### src/rtl/sprite_motion_ctrl_pkg.sv
// rtl/sprite_motion_ctrl_pkg.sv - motion state encoding and PS/2 scan codes for the sprite controller
package sprite_pkg;

   typedef enum logic [2:0] {
      ST_IDLE   = 3'd0,
      ST_RUN    = 3'd1,
      ST_RISE   = 3'd2,
      ST_FALL   = 3'd3,
      ST_CROUCH = 3'd4
   } state_t;

   localparam logic [7:0] KEY_UP    = 8'h75;
   localparam logic [7:0] KEY_DOWN  = 8'h72;
   localparam logic [7:0] KEY_LEFT  = 8'h6B;
   localparam logic [7:0] KEY_RIGHT = 8'h74;

endpackage

### src/rtl/sprite_motion_ctrl_tick_divider.sv
// rtl/sprite_motion_ctrl_tick_divider.sv - free-running 0..DIV-1 counter, one-cycle tick at DIV-1
module tick_divider #(
   parameter int DIV = 1000000
) (
   input  logic clk,
   input  logic rst,
   output logic tick
);

   localparam int CW = (DIV > 1) ? $clog2(DIV) : 1;

   logic [CW-1:0] cnt;

   always_ff @(posedge clk) begin
      if (rst) begin
         cnt <= '0;
      end else if (cnt == CW'(DIV - 1)) begin
         cnt <= '0;
      end else begin
         cnt <= cnt + 1'b1;
      end
   end

   assign tick = (cnt == CW'(DIV - 1));

endmodule

### src/rtl/sprite_motion_ctrl.sv
// rtl/sprite_motion_ctrl.sv - keyboard-driven sprite run/jump/crouch controller, updated once per motion tick
module sprite_motion_ctrl
   import sprite_pkg::*;
#(
   parameter int POS_W    = 10,
   parameter int VEL_W    = 8,
   parameter int TICK_DIV = 1000000,
   parameter int X_MIN    = 0,
   parameter int X_MAX    = 620,
   parameter int Y_MIN    = 0,
   parameter int GROUND_Y = 300,
   parameter int START_X  = 300,
   parameter int SPEED    = 4,
   parameter int JUMP_V   = 15,
   parameter int GRAVITY  = 2
) (
   input  logic             clk,
   input  logic             rst,
   input  logic             key_valid,
   input  logic [7:0]       key_code,
   input  logic             key_release,
   output logic [POS_W-1:0] pos_x,
   output logic [POS_W-1:0] pos_y,
   output logic [2:0]       state,
   output logic             facing,
   output logic             on_ground,
   output logic             tick
);

   localparam int AW = POS_W + 2;

   localparam logic signed [AW-1:0]    XMIN_S   = X_MIN[AW-1:0];
   localparam logic signed [AW-1:0]    XMAX_S   = X_MAX[AW-1:0];
   localparam logic signed [AW-1:0]    YMIN_S   = Y_MIN[AW-1:0];
   localparam logic signed [AW-1:0]    GROUND_S = GROUND_Y[AW-1:0];
   localparam logic signed [AW-1:0]    SPEED_S  = SPEED[AW-1:0];
   localparam logic signed [VEL_W-1:0] JUMP_S   = JUMP_V[VEL_W-1:0];
   localparam logic signed [VEL_W-1:0] GRAV_S   = GRAVITY[VEL_W-1:0];
   localparam logic signed [VEL_W:0]   VMIN_S   = {2'b11, {(VEL_W-1){1'b0}}};

   state_t                  st, st_n, g_st;
   logic signed [VEL_W-1:0] vel, vel_n, g_vel, v_sat;
   logic signed [VEL_W:0]   v_dec;
   logic signed [AW-1:0]    x_ext, y_ext, v_ext, x_step, y_step;
   logic [POS_W-1:0]        x_n, y_n, x_clamp;
   logic                    face_n, one_h, move_x, valid_st;
   logic                    key_up, key_down, key_left, key_right;

   tick_divider #(.DIV(TICK_DIV)) u_tick (
      .clk  (clk),
      .rst  (rst),
      .tick (tick)
   );

   // Held-key flags follow make/break codes; a make+break between ticks nets to clear.
   always_ff @(posedge clk) begin
      if (rst) begin
         key_up    <= 1'b0;
         key_down  <= 1'b0;
         key_left  <= 1'b0;
         key_right <= 1'b0;
      end else if (key_valid) begin
         case (key_code)
            KEY_UP:    key_up    <= !key_release;
            KEY_DOWN:  key_down  <= !key_release;
            KEY_LEFT:  key_left  <= !key_release;
            KEY_RIGHT: key_right <= !key_release;
            default: ;
         endcase
      end
   end

   always_comb begin
      one_h  = key_left ^ key_right;
      x_ext  = $signed({2'b00, pos_x});
      y_ext  = $signed({2'b00, pos_y});
      v_ext  = {{(AW-VEL_W){vel[VEL_W-1]}}, vel};
      x_step = key_left ? (x_ext - SPEED_S) : (x_ext + SPEED_S);
      y_step = y_ext - v_ext;
      v_dec  = {vel[VEL_W-1], vel} - {GRAV_S[VEL_W-1], GRAV_S};
      v_sat  = (v_dec < VMIN_S) ? VMIN_S[VEL_W-1:0] : v_dec[VEL_W-1:0];

      if (x_step < XMIN_S)      x_clamp = XMIN_S[POS_W-1:0];
      else if (x_step > XMAX_S) x_clamp = XMAX_S[POS_W-1:0];
      else                      x_clamp = x_step[POS_W-1:0];

      g_vel = '0;
      if (key_up) begin
         g_st  = ST_RISE;
         g_vel = JUMP_S;
      end else if (key_down) g_st = ST_CROUCH;
      else if (one_h)        g_st = ST_RUN;
      else                   g_st = ST_IDLE;

      st_n     = st;
      x_n      = pos_x;
      y_n      = pos_y;
      vel_n    = vel;
      move_x   = 1'b0;
      valid_st = 1'b1;

      case (st)
         ST_IDLE, ST_RUN, ST_CROUCH: begin
            st_n   = g_st;
            vel_n  = g_vel;
            move_x = (g_st == ST_RUN);
         end
         ST_RISE: begin
            move_x = 1'b1;
            if (y_step < YMIN_S) begin
               y_n   = YMIN_S[POS_W-1:0];
               vel_n = '0;
               st_n  = ST_FALL;
            end else begin
               y_n   = y_step[POS_W-1:0];
               vel_n = v_dec[VEL_W-1:0];
               if (v_dec[VEL_W] || v_dec == '0) st_n = ST_FALL;
            end
         end
         ST_FALL: begin
            move_x = 1'b1;
            // Landing runs the ground decision in the same tick so a held UP re-jumps at once.
            if (y_step >= GROUND_S) begin
               y_n   = GROUND_S[POS_W-1:0];
               st_n  = g_st;
               vel_n = g_vel;
            end else begin
               y_n   = y_step[POS_W-1:0];
               vel_n = v_sat;
            end
         end
         default: begin
            st_n     = ST_IDLE;
            vel_n    = '0;
            valid_st = 1'b0;
         end
      endcase

      if (move_x && one_h) x_n = x_clamp;
      face_n = (valid_st && one_h) ? key_left : facing;
   end

   always_ff @(posedge clk) begin
      if (rst) begin
         st        <= ST_IDLE;
         pos_x     <= START_X[POS_W-1:0];
         pos_y     <= GROUND_Y[POS_W-1:0];
         vel       <= '0;
         facing    <= 1'b0;
         on_ground <= 1'b1;
      end else if (tick) begin
         st        <= st_n;
         pos_x     <= x_n;
         pos_y     <= y_n;
         vel       <= vel_n;
         facing    <= face_n;
         on_ground <= (y_n == GROUND_Y[POS_W-1:0]) && (st_n != ST_RISE) && (st_n != ST_FALL);
      end
   end

   assign state = st;

endmodule

### config.mk
export PLATFORM = sky130hd
export DESIGN_NAME = sprite_motion_ctrl
export DESIGN_NICKNAME = d
export VERILOG_FILES = /design/src/rtl/sprite_motion_ctrl_pkg.sv /design/src/rtl/sprite_motion_ctrl_tick_divider.sv /design/src/rtl/sprite_motion_ctrl.sv
export SDC_FILE = /design/constraint.sdc
export NUM_CORES = 1
export LEC_CHECK = 0
export BUFFER_PORTS_ARGS = -buffer_cell sky130_fd_sc_hd__buf_4
export CAP_MARGIN = 20
export CELL_PAD_IN_SITES_DETAIL_PLACEMENT = 0
export CELL_PAD_IN_SITES_GLOBAL_PLACEMENT = 1
export CORE_ASPECT_RATIO = 1.5
export CORE_MARGIN = 2
export CORE_UTILIZATION = 35
export DETAILED_ROUTE_END_ITERATION = 16
export GPL_TIMING_DRIVEN = 0
export MAX_ROUTING_LAYER = met4
export PLACE_DENSITY_LB_ADDON = 0.25
export SLEW_MARGIN = 20
export SYNTH_ARGS = -nofsm -noshare
export SYNTH_HDL_FRONTEND = slang
export SYNTH_HIERARCHICAL = 1
export SYNTH_SLANG_ARGS = --single-unit
### constraint.sdc
create_clock -name clk -period 4.1 [get_ports clk]
set_clock_uncertainty 0.1 [all_clocks]
set_input_delay 0.205 -clock clk [delete_from_list [all_inputs] [get_ports clk]]
set_output_delay 0.205 -clock clk [all_outputs]
set_load 0.01 [all_outputs]
# --- Word-level counts from Yosys, hierarchy flattened ---
# Cells that the tools add are included.
totals:
  register_bits: 57
op_classes:
  n_reduce_logical: 18
  order_cmp: 5
  n_bitwise: 1
  eq_ne: 13
  add_sub_neg: 5
  mux: 20
ops:
  columns: ["operator", "n"]
  rows:
  - ["2-to-1 mux 10 bit", 4]
  - ["equality test 8 x 7 -> 1 bit (second input constant)", 4]
  - ["less-than comparator 12 x 1 -> 1 bit (second input constant)", 2]
  - ["2-to-1 mux 8 bit", 3]
  - ["case mux 8 bit (3 select lines)", 1]
  - ["adder 20 x 1 -> 20 bit (second input constant)", 1]
  - ["equality test 20 bit (second input constant)", 1]
  - ["case mux 10 bit (2 select lines)", 1]
  - ["2-to-1 mux 3 bit", 5]
  - [">= comparator 12 x 10 -> 1 bit (second input constant)", 1]
  - ["> comparator 12 x 11 -> 1 bit (second input constant)", 1]
  - ["2-to-1 mux 12 bit", 1]
  - ["AND reduction 2 bit", 6]
  - ["subtractor 11 x 8 -> 12 bit", 1]
  - ["adder 10 x 3 -> 11 bit (second input constant)", 1]
  - ["subtractor 10 x 3 -> 11 bit (second input constant)", 1]
  - ["equality test 10 x 9 -> 1 bit (second input constant)", 1]
  - ["logical NOT 9 bit", 1]
  - ["less-than comparator 9 x 8 -> 1 bit (second input constant)", 1]
  - ["case mux 3 bit (3 select lines)", 1]
  - ["subtractor 8 x 3 -> 9 bit (second input constant)", 1]
  - ["equality test 3 x 1 -> 1 bit (second input constant)", 2]
  - ["equality test 3 x 2 -> 1 bit (second input constant)", 2]
  - ["!= test 3 x 2 -> 1 bit (second input constant)", 2]
  - ["other kinds (12)", 17]

# --- Longest topological paths before layout ---
# Gate-level depths: netlist of the first run.
depth:
  depth_word: 9
  depth_mapped: 14
  depth_no_buf: 14

# --- By module ---
# The synthesis of the first run kept the hierarchy.
by_module_without_submodules:
  columns: ["module", "cells_per_inst", "area_each_um2", "n_inst", "seq_area_each_um2"]
  rows:
  - ["sprite_motion_ctrl", 345, 2650.0, 1, 700.7]
  - ["tick_divider", 103, 929.6, 1, 400.4]

# --- Least setup slack after synthesis of the first run ---
# Ideal clock, no wire load.
synth_timing:
  kind: "register to register"
  start: "register pos_y[0]"
  end: "register vel[2]"
  period_less_slack_ps: 3307
  stages_incl_launch_ff: 14
  t_arrival_ps: 3075
  path_slack_ps: 793
  n_path_buf: 0
  setup_time_ps: 132
  path_cell_list: "dfxtp_1 > inv_1 > ha_1 > inv_1 > fa_1 > a211oi_1 > nor3b_1 > o31ai_1 > xnor2_1 > a211oi_1 > o22ai_2 > mux2_2 > a221oi_1 > a21oi_1"
synth_via:
  elab_chain_cells: 4
  elab_cells_between_ends: 6
synth_lines:
  columns: ["item", "line", "source"]
  rows:
  - ["start, declared", "sprite_motion_ctrl.sv:23", "output logic [POS_W-1:0] pos_y,"]
  - ["start signal, assigned", "sprite_motion_ctrl.sv:147", "pos_y <= GROUND_Y[POS_W-1:0];"]
  - ["start signal, assigned", "sprite_motion_ctrl.sv:154", "pos_y <= y_n;"]
  - ["subtractor 11 x 8 -> 12 bit *", "sprite_motion_ctrl.sv:79", "y_step = y_ext - v_ext;"]
  - [">= comparator 12 x 10 -> 1 bit / less-than comparator 12 x 1 -> 1 bit (equally long branches)", "sprite_motion_ctrl.sv:123, sprite_motion_ctrl.sv:110", null]
  - ["2-to-1 mux 8 bit (on tied branches)", "sprite_motion_ctrl.sv:123, sprite_motion_ctrl.sv:110", null]
  - ["case mux 8 bit (3 select lines) *", "sprite_motion_ctrl.sv:102", "case (st)"]
  - ["end signal, assigned", "sprite_motion_ctrl.sv:155", "vel <= vel_n;"]
  - ["end, declared", "sprite_motion_ctrl.sv:42", "logic signed [VEL_W-1:0] vel, vel_n, g_vel, v_sat;"]
# Mark *: on every way between the ends. The rest lies on a longest branch, timed or not.
# A chain may end at the register's enable or synchronous reset.

# --- Final worst setup path of the first run ---
layout_timing:
  start: "register pos_y[0]"
  end: "register vel[4]"
# Same word-level chain as after synthesis.

==> summary.txt, run 1 <==
STA
  • Sum Neg Setup Slack: 0 ps
  • WHS: 34.9 ps
  • Final setup fails: 0
  • Worst Tran Pin Value: 973 ps
  • Slew Limit Fails: 0
  • RSZ-0062 raised after global routing: false
  • Slew margin rel.: 0.346
  • Fmax: 256 MHz
  • Final-report hold violation count: 0
  • Crit share post-route: 0.953
  • Worst setup margin: 191 ps
  • Tmin final: 3910 ps

Setup path
  • Levels on crit path: 14
  • Req. time, crit path: 4250 ps
  • Critical path's top delay family: compound AO/OA/AOI/OAI gates
  • RR Endpoint: vel[4]$_SDFFE_PP0P_
  • Worst setup SP type: flop
  • Crit. Startpoint: pos_y[0]$_SDFFE_PP0P_
  • R2r setup slk: 190 ps
  • Setup crit end kind: flop
  • WP buf/inv: 2
  • Worst setup endpoint: vel[4]$_SDFFE_PP0P_
  • Crit path kind: flop to flop
  • Slowest stage delay, CP: 460 ps
  • Slowest CP cell: a2111oi_0
  • FF-to-FF Start: pos_y[0]$_SDFFE_PP0P_
  • Worst-path fanout max: 6
  • R2R cell count: 14
  • Worst path cell trace: inv_1 > ha_1 > inv_1 > fa_1 > a211oi_1 > nor2_1 > xnor2_1 > o31ai_1 > a211o_1 > a211oi_1 > o22ai_2 > o22a_1 > a2111oi_0 > a21o_1
  • Arrival time at the worst endpoint: 4060 ps

GRT
  • First-pass GRT wire length: 16.4 mm
  • GRT overflow: 0
  • Initial antenna violation count: 0
  • Total track usage: 0.192
  • Vias in the first global route: 3,372
  • Largest net degree at the start of global routing: 18

Clocking
  • Root Driver: clkbuf_16
  • Clock transition at path regs: 80 ps
  • H-tree levels: 2
  • # clock sinks: 55
  • Clk buf depth: 2
  • Clk_lat worst skew: 300 ps
  • CTS tree: yes
  • CTS buffer count: 5

Synthesis
  • Fraction of registers with async set/reset: 0
  • Post-synthesis sequential area ratio: 0.308
  • Post-synth EDFFs: 0
  • Post-synth top area share: 0.308
  • Synth Cell Area: 3580 sq um
  • Synth unique cells: 64
  • Yosys warns: 6
  • Synthesized area per cell: 7.99 sq um
  • Synth area leader: dfxtp_1
  • Synth Register Bits: 55
  • Dominant cells by area after synthesis: dfxtp_1 (31%), xnor2_1 (6.6%), a21oi_1 (5.5%), ha_1 (5.2%), nor2_1 (4.7%)
  • Post-Synthesis Cells: 448
  • Primary FF master, synth: dfxtp_1

Placement
  • Buffers added on ports: 35
  • Placer congestion estimate: 0.821
  • Worst slack, placed: 171 ps
  • Post-DP HPWL: 7.76 mm

Finish
  • Fin nets: 524
  • Diode count: 0
  • Area growth syn-to-layout: 17.6%
  • Share of cells above drive strength 1: 0.139

Floorplan
  • Chip height: 128 um
  • Core area: 10,000 sq um
  • Initial core utilization: 0.357
  • Top Ports: 38
  • Die area: 11,100 sq um
  • DIE WIDTH: 86.6 um
  • # rows: 45

Drt
  • Number of routed nets with antenna violations: 0
  • Drt drc: 0
  • Starting DRC count in detailed routing: 158
  • WL/cell: 16.4 um
  • Via-per-instance ratio: 5.68
  • WL final: 10.1 mm
  • Total number of vias: 3,485
  • DRT Pass-1 Iters: 4

Power
  • Peak VDD IR: 0.166 mV
  • Pwr Density: 256 nW/um^2
  • Leakage power: 1.49 nW

Job
  • Maxcap violations: 0

Status
  • Status: finished clean

Worst hold path
  • Hold crit path type: input pin to flop
  • Hold path start: key_code[0]
## cell families after synthesis
logic type      count (synthesis)  share of synthesized area
buf+inv                        39                     0.0451
flops                          55                      0.308
xor+xnor                       33                     0.0807
compound gates                119                      0.229
simple gates                  182                      0.269
mux                             3                    0.00909
other cells                     1                    0.00105
fa+ha+maj                      16                     0.0580
## where the power goes
| part | internal, mW | switching, mW | total, mW |
|---|---|---|---|
| sequential | 0.536 | 0.00239 | 0.539 |
| combinational | 0.0156 | 0.0186 | 0.0342 |
| clock | 0.289 | 0.214 | 0.503 |
## stage by stage
step	util	instance area [sq um]	total power, mW	cells
after global placement	0.398	3990	0.584	601
final	0.420	4210	1.08	614
after global routing	0.420	4210	1.11	614
after CTS	0.417	4180	1.08	611
after detailed placement	0.398	3990	0.584	601
after floorplan	-	3580	0.568	449
## sequential cells by signal, indices dropped and copies added (netlist names), 3 cells and up
signal and flops:
vel 8, pos_x 8, u_tick/cnt 20, state 3
pos_y 10
## final cells by class
type / count / area, sq um
fillers: 1076 / 5810
multi-input cells: 355 / 2330
flip-flops and latches: 55 / 1100
repair buffers: 40 / 303
well taps: 117 / 146
clock buffers: 5 / 125
inverters: 22 / 82.6
plain buffers: 17 / 78.8
clock inverters: 3 / 43.8
## layout by cell type, fill, tap and decap left out, types with 7 or more instances in the layout
cell and instances:
a211oi_1 8, a21oi_1 39, buf_4 39, clkbuf_1 14, dfxtp_1 55, ha_1 15, inv_1 21, nand2_1 33
nand2b_1 8, nand3_1 18, nand4_1 13, nor2_1 45, nor3_1 16, nor4_1 7, o21ai_0 23, xnor2_1 27
## repair_timing
| action | 4_1_cts | 5_1_grt |
|---|---|---|
| hold buffers | 2 | 0 |
| endpoints found under the setup margin | 0 | 6 |
| gates resized for setup | 0 | 2 |
| buffers inserted | 0 | 3 |
| hold endpoints to repair | 2 | 0 |
## synthesized netlist by cell type (all sizes together) (3+ instances only)
cell	number
buf	3
a211oi	8
a311oi	3
xnor2	27
a211o	5
a21o	3
o21a	5
or3b	3
o31ai	6
nand4	14
or4	3
nand2b	8
a21oi	40
inv	21
o21ai	23
nor3	16
xor2	6
and2	3
nor2	45
nor4	7
nor2b	4
a221o	5
nor3b	3
clkbuf	14
or2	4
ha	15
dfxtp	55
nand3	18
nand2	34
or3	6
## routing by layer
| metal | vias to the layer above | global-route usage | part of all wire |
|---|---|---|---|
| met2 | 74 | 0.345 | 0.52 |
| met1 | 1654 | 0.201 | 0.41 |
| met5 | - | - | 0 |
| li1 | 1733 | - | - |
| met4 | 0 | 0.0947 | 0.037 |
| met3 | 24 | 0.0270 | 0.032 |
## worst min path at each step
stage	to	slack, ps	cells past startpoint
2_1_floorplan	u_tick/cnt[4]$_SDFF_PP0_	180	1
3_3_place_gp	u_tick/cnt[4]$_SDFF_PP0_	300	2
3_5_place_dp	u_tick/cnt[4]$_SDFF_PP0_	310	2
4_1_cts	key_up$_SDFFE_PP0P_	30	2
5_1_grt	key_up$_SDFFE_PP0P_	50	2
6_report	key_up$_SDFFE_PP0P_	30	2
(Power assumes the default switching activity.)
==> run 2, diff against run 1 <==
- CAP_MARGIN: 20 -> default
- SYNTH_HIERARCHICAL: 1 -> default
==> run 2 against run 1 <==
- clock power fell by 9.5%
- first-iteration DRC count increased by 21%
- final area fell by 1.1%
- utilization is 0.68 points lower
- final cell count is 0.33% higher
- highest routed layer unchanged
==> summary.txt, run 2 <==
Clocking
  • Resized Gates After CTS: 0 (unchanged)
  • H-tree levels: 2 (unchanged)
  • Clock transition at path regs: 80 ps (about the same)
  • Clk_lat worst skew: 310 ps (about the same)
  • Root Driver: clkbuf_16
  • CTS Hold Bufs: 0 (-2)
  • # clock sinks: 55 (unchanged)
  • Post-CTS setup buffers: 0 (unchanged)
  • Clk buf depth: 2 (unchanged)
  • CTS tree: yes
  • CTS buffer count: 5 (unchanged)

Drt
  • DRT Pass-1 Iters: 5 (+1)
  • Drt drc: 0 (unchanged)
  • Total number of vias: 3,425 (-1.7%)
  • Number of routed nets with antenna violations: 0 (unchanged)
  • WL final: 9.76 mm (-3.1%)
  • Via-per-instance ratio: 5.56 (-2.0%)
  • Starting DRC count in detailed routing: 191 (+21%)
  • WL/cell: 15.9 um (-3.4%)

Worst hold path
  • Hold path start: key_release
  • Hold crit path type: input pin to flop
  • Hold EP: key_up$_SDFFE_PP0P_
  • Worst Hold Depth: 4 (+2)

Synthesis
  • Synth unique cells: 68 (+6.3%)
  • Synth area leader: dfxtp_1
  • Yosys warns: 0 (-6)
  • Fraction of registers with async set/reset: 0 (unchanged)
  • Synthesized area per cell: 7.91 sq um (-1.0%)
  • Most common cell in the netlist: nor2_1
  • Post-synth EDFFs: 0 (unchanged)
  • Dominant cells by area after synthesis: dfxtp_1 (31%), nor2_1 (6.0%), ha_1 (5.2%), xnor2_1 (4.6%), a21oi_1 (4.4%)
  • Primary FF master, synth: dfxtp_1
  • Top cells by count, synth: nor2_1 (58), dfxtp_1 (55), nand2_1 (40)
  • Post-synthesis sequential area ratio: 0.305 (-0.00224)
  • Post-synth top area share: 0.305 (-0.00224)
  • Synth Register Bits: 55 (unchanged)
  • Synth Cell Area: 3610 sq um (+0.73%)
  • Post-Synthesis Cells: 456 (+1.8%)

GRT
  • M2 GR Usage: 0.347 (+0.00185)
  • Initial antenna violation count: 0 (unchanged)
  • GR Util met1: 0.192 (-0.00982)
  • Total track usage: 0.187 (-0.00513)
  • GRT overflow: 0 (unchanged)
  • First-pass GRT wire length: 16.2 mm (-1.4%)
  • Largest net degree at the start of global routing: 20 (+2)
  • Vias in the first global route: 3,411 (+1.2%)
  • GRT busiest layer: met2
  • Met3 usage: 0.0225 (-0.00451)

Setup path
  • R2R cell count: 12 (-2)
  • Slowest stage delay, CP: 560 ps (+100 ps)
  • RR Endpoint: pos_y[0]$_SDFFE_PP0P_
  • Worst-path fanout max: 10 (+4)
  • Worst path cell trace: ha_1 > inv_1 > fa_1 > a21o_1 > a221oi_4 > xnor2_1 > or4_1 > o221a_1 > nand3b_4 > a211oi_2 > nand2b_1 > a21oi_1
  • Critical path's top delay family: compound AO/OA/AOI/OAI gates
  • Crit path kind: flop to flop
  • FF-to-FF Start: vel[0]$_SDFFE_PP0P_
  • Crit. Startpoint: vel[0]$_SDFFE_PP0P_
  • R2r setup slk: 350 ps (+150 ps)
  • Slowest CP cell: or4_1
  • WP buf/inv: 1 (-1)
  • Worst setup SP type: flop
  • Setup crit end kind: flop
  • Req. time, crit path: 4230 ps (-20 ps)
  • Arrival time at the worst endpoint: 3880 ps (-180 ps)

Power
  • Sequential share of power: 0.509 (+0.008)
  • NetSw: 0.265 mW (+13%)
  • Pwr Density: 255 nW/um^2 (about the same)
  • Leakage power: 1.61 nW (+7.5%)
  • Comb pwr share: 0.064 (+0.032)
  • Internal power: 0.798 mW (-5.1%)
  • Peak VDD IR: 0.156 mV (-5.8%)
  • Clock share of power: 0.427 (-0.040)
  • Net Sw Frac: 0.249 (+0.0312)

Finish
  • Most flops, register: u_tick.cnt
  • Area growth syn-to-layout: 15.5%
  • Diode count: 0 (unchanged)
  • Commonest non-fill, non-tap cell in the layout: nor2_1
  • Fin nets: 526 (+0.38%)
  • Share of cells above drive strength 1: 0.116 (-0.0226)
  • Biggest regs: u_tick.cnt (20), pos_y (10)
  • Leading cell types in the layout, fill and taps excluded: nor2_1 (58), dfxtp_1 (55), nand2_1 (40)
  • Fin util: 0.413 (-0.00681)
  • Max FFs per register: 20 (unchanged)

Job
  • Maxcap violations: 0 (unchanged)

Placement
  • Placer congestion estimate: 0.829 (+0.93%)
  • Worst slack, placed: 353 ps (+181 ps)
  • Buffers added on ports: 34 (-2.9%)
  • Post-DP HPWL: 7.60 mm (-2.0%)

STA
  • Worst Tran Pin Value: 630 ps (-343 ps)
  • Final-report hold violation count: 0 (unchanged)
  • Final setup fails: 0 (unchanged)
  • Sum Neg Setup Slack: 0 ps (unchanged)
  • Fmax: 266 MHz (+4.1%)
  • Slew Limit Fails: 0 (unchanged)
  • Worst setup margin: 345 ps (+154 ps)
  • Slew margin rel.: 0.574 (+0.228)
  • RSZ-0062 raised after global routing: false
  • Crit share post-route: 0.916 (-0.0376)
  • Tmin final: 3750 ps (-154 ps)

Floorplan
  • Initial core utilization: 0.358 (+0.000612)
  • DIE WIDTH: 86.9 um (+0.35%)
  • # rows: 45 (unchanged)
  • Top Ports: 38 (unchanged)
  • Chip height: 128 um (+0.36%)
  • Core area: 10,100 sq um (+0.56%)
  • Die area: 11,100 sq um (+0.70%)

Status
  • Status: finished clean
run 2: metrics by stage:
stage          cell area (sq um)  total power, mW  hold WS [ps]  cells
5_1_grt                     4160             1.11           122    616
4_1_cts                     4160             1.08          99.9    616
3_5_place_dp                4010            0.622           359    608
3_3_place_gp                4010            0.621           345    608
2_1_floorplan               3610            0.599           318    457
6_report                    4160             1.06           103    616
run 2: kinds of logic (layout without fill, tap and decap cells):
family	after synthesis	in the layout	share of synthesized area
AND/OR/NAND/NOR	185	185	0.265
AO/OA/AOI/OAI	119	119	0.230
flip-flops	55	55	0.305
buffers and inverters	42	84	0.0458
XOR/XNOR	31	31	0.0753
adder cells (fa/ha/maj)	16	16	0.0576
multiplexers	7	7	0.0198
other	1	2	0.00104
run 2: final cells by class:
class	count	area, sq um
sequential	55	1100
tap	117	146
multi-input combinational	360	2340
clock buffer	5	125
fill	1055	5910
clock inverter	3	27.5
timing repair buffer	34	255
inverter	25	93.8
buffer	17	71.3
run 2: worst max path at each step:
stage,cells after the start,end
finish,12,pos_y[0]$_SDFFE_PP0P_
global placement,12,pos_y[0]$_SDFFE_PP0P_
detailed placement,12,pos_y[0]$_SDFFE_PP0P_
floorplan,13,vel[5]$_SDFFE_PP0P_
CTS,12,pos_y[0]$_SDFFE_PP0P_
global route,12,pos_y[6]$_SDFFE_PP0P_
run 2: routing by layer:
layer / wire [um] / vias up
li1: - / 1728
met1: 3900 / 1609
met3: 299 / 16
met5: 0 / -
met4: 299 / 0
met2: 5260 / 72
run 2: power by group through the flow:
stage	logic, mW	registers (mW)	clock network (mW)
2_1_floorplan	0.0466	0.552	0
3_3_place_gp	0.0681	0.553	0
3_5_place_dp	0.0687	0.553	0
4_1_cts	0.0687	0.541	0.470
5_1_grt	0.0771	0.541	0.490
6_report	0.0679	0.541	0.455
run 2: worst reg2reg max path, stage by stage, from the launching register on:
cell and delay (ps):
dfxtp_1 440, ha_1 220, inv_1 50, fa_1 410, a21o_1 220, a221oi_4 310
xnor2_1 140, or4_1 560, o221a_1 260, nand3b_4 230, a211oi_2 490, nand2b_1 100
a21oi_1 140
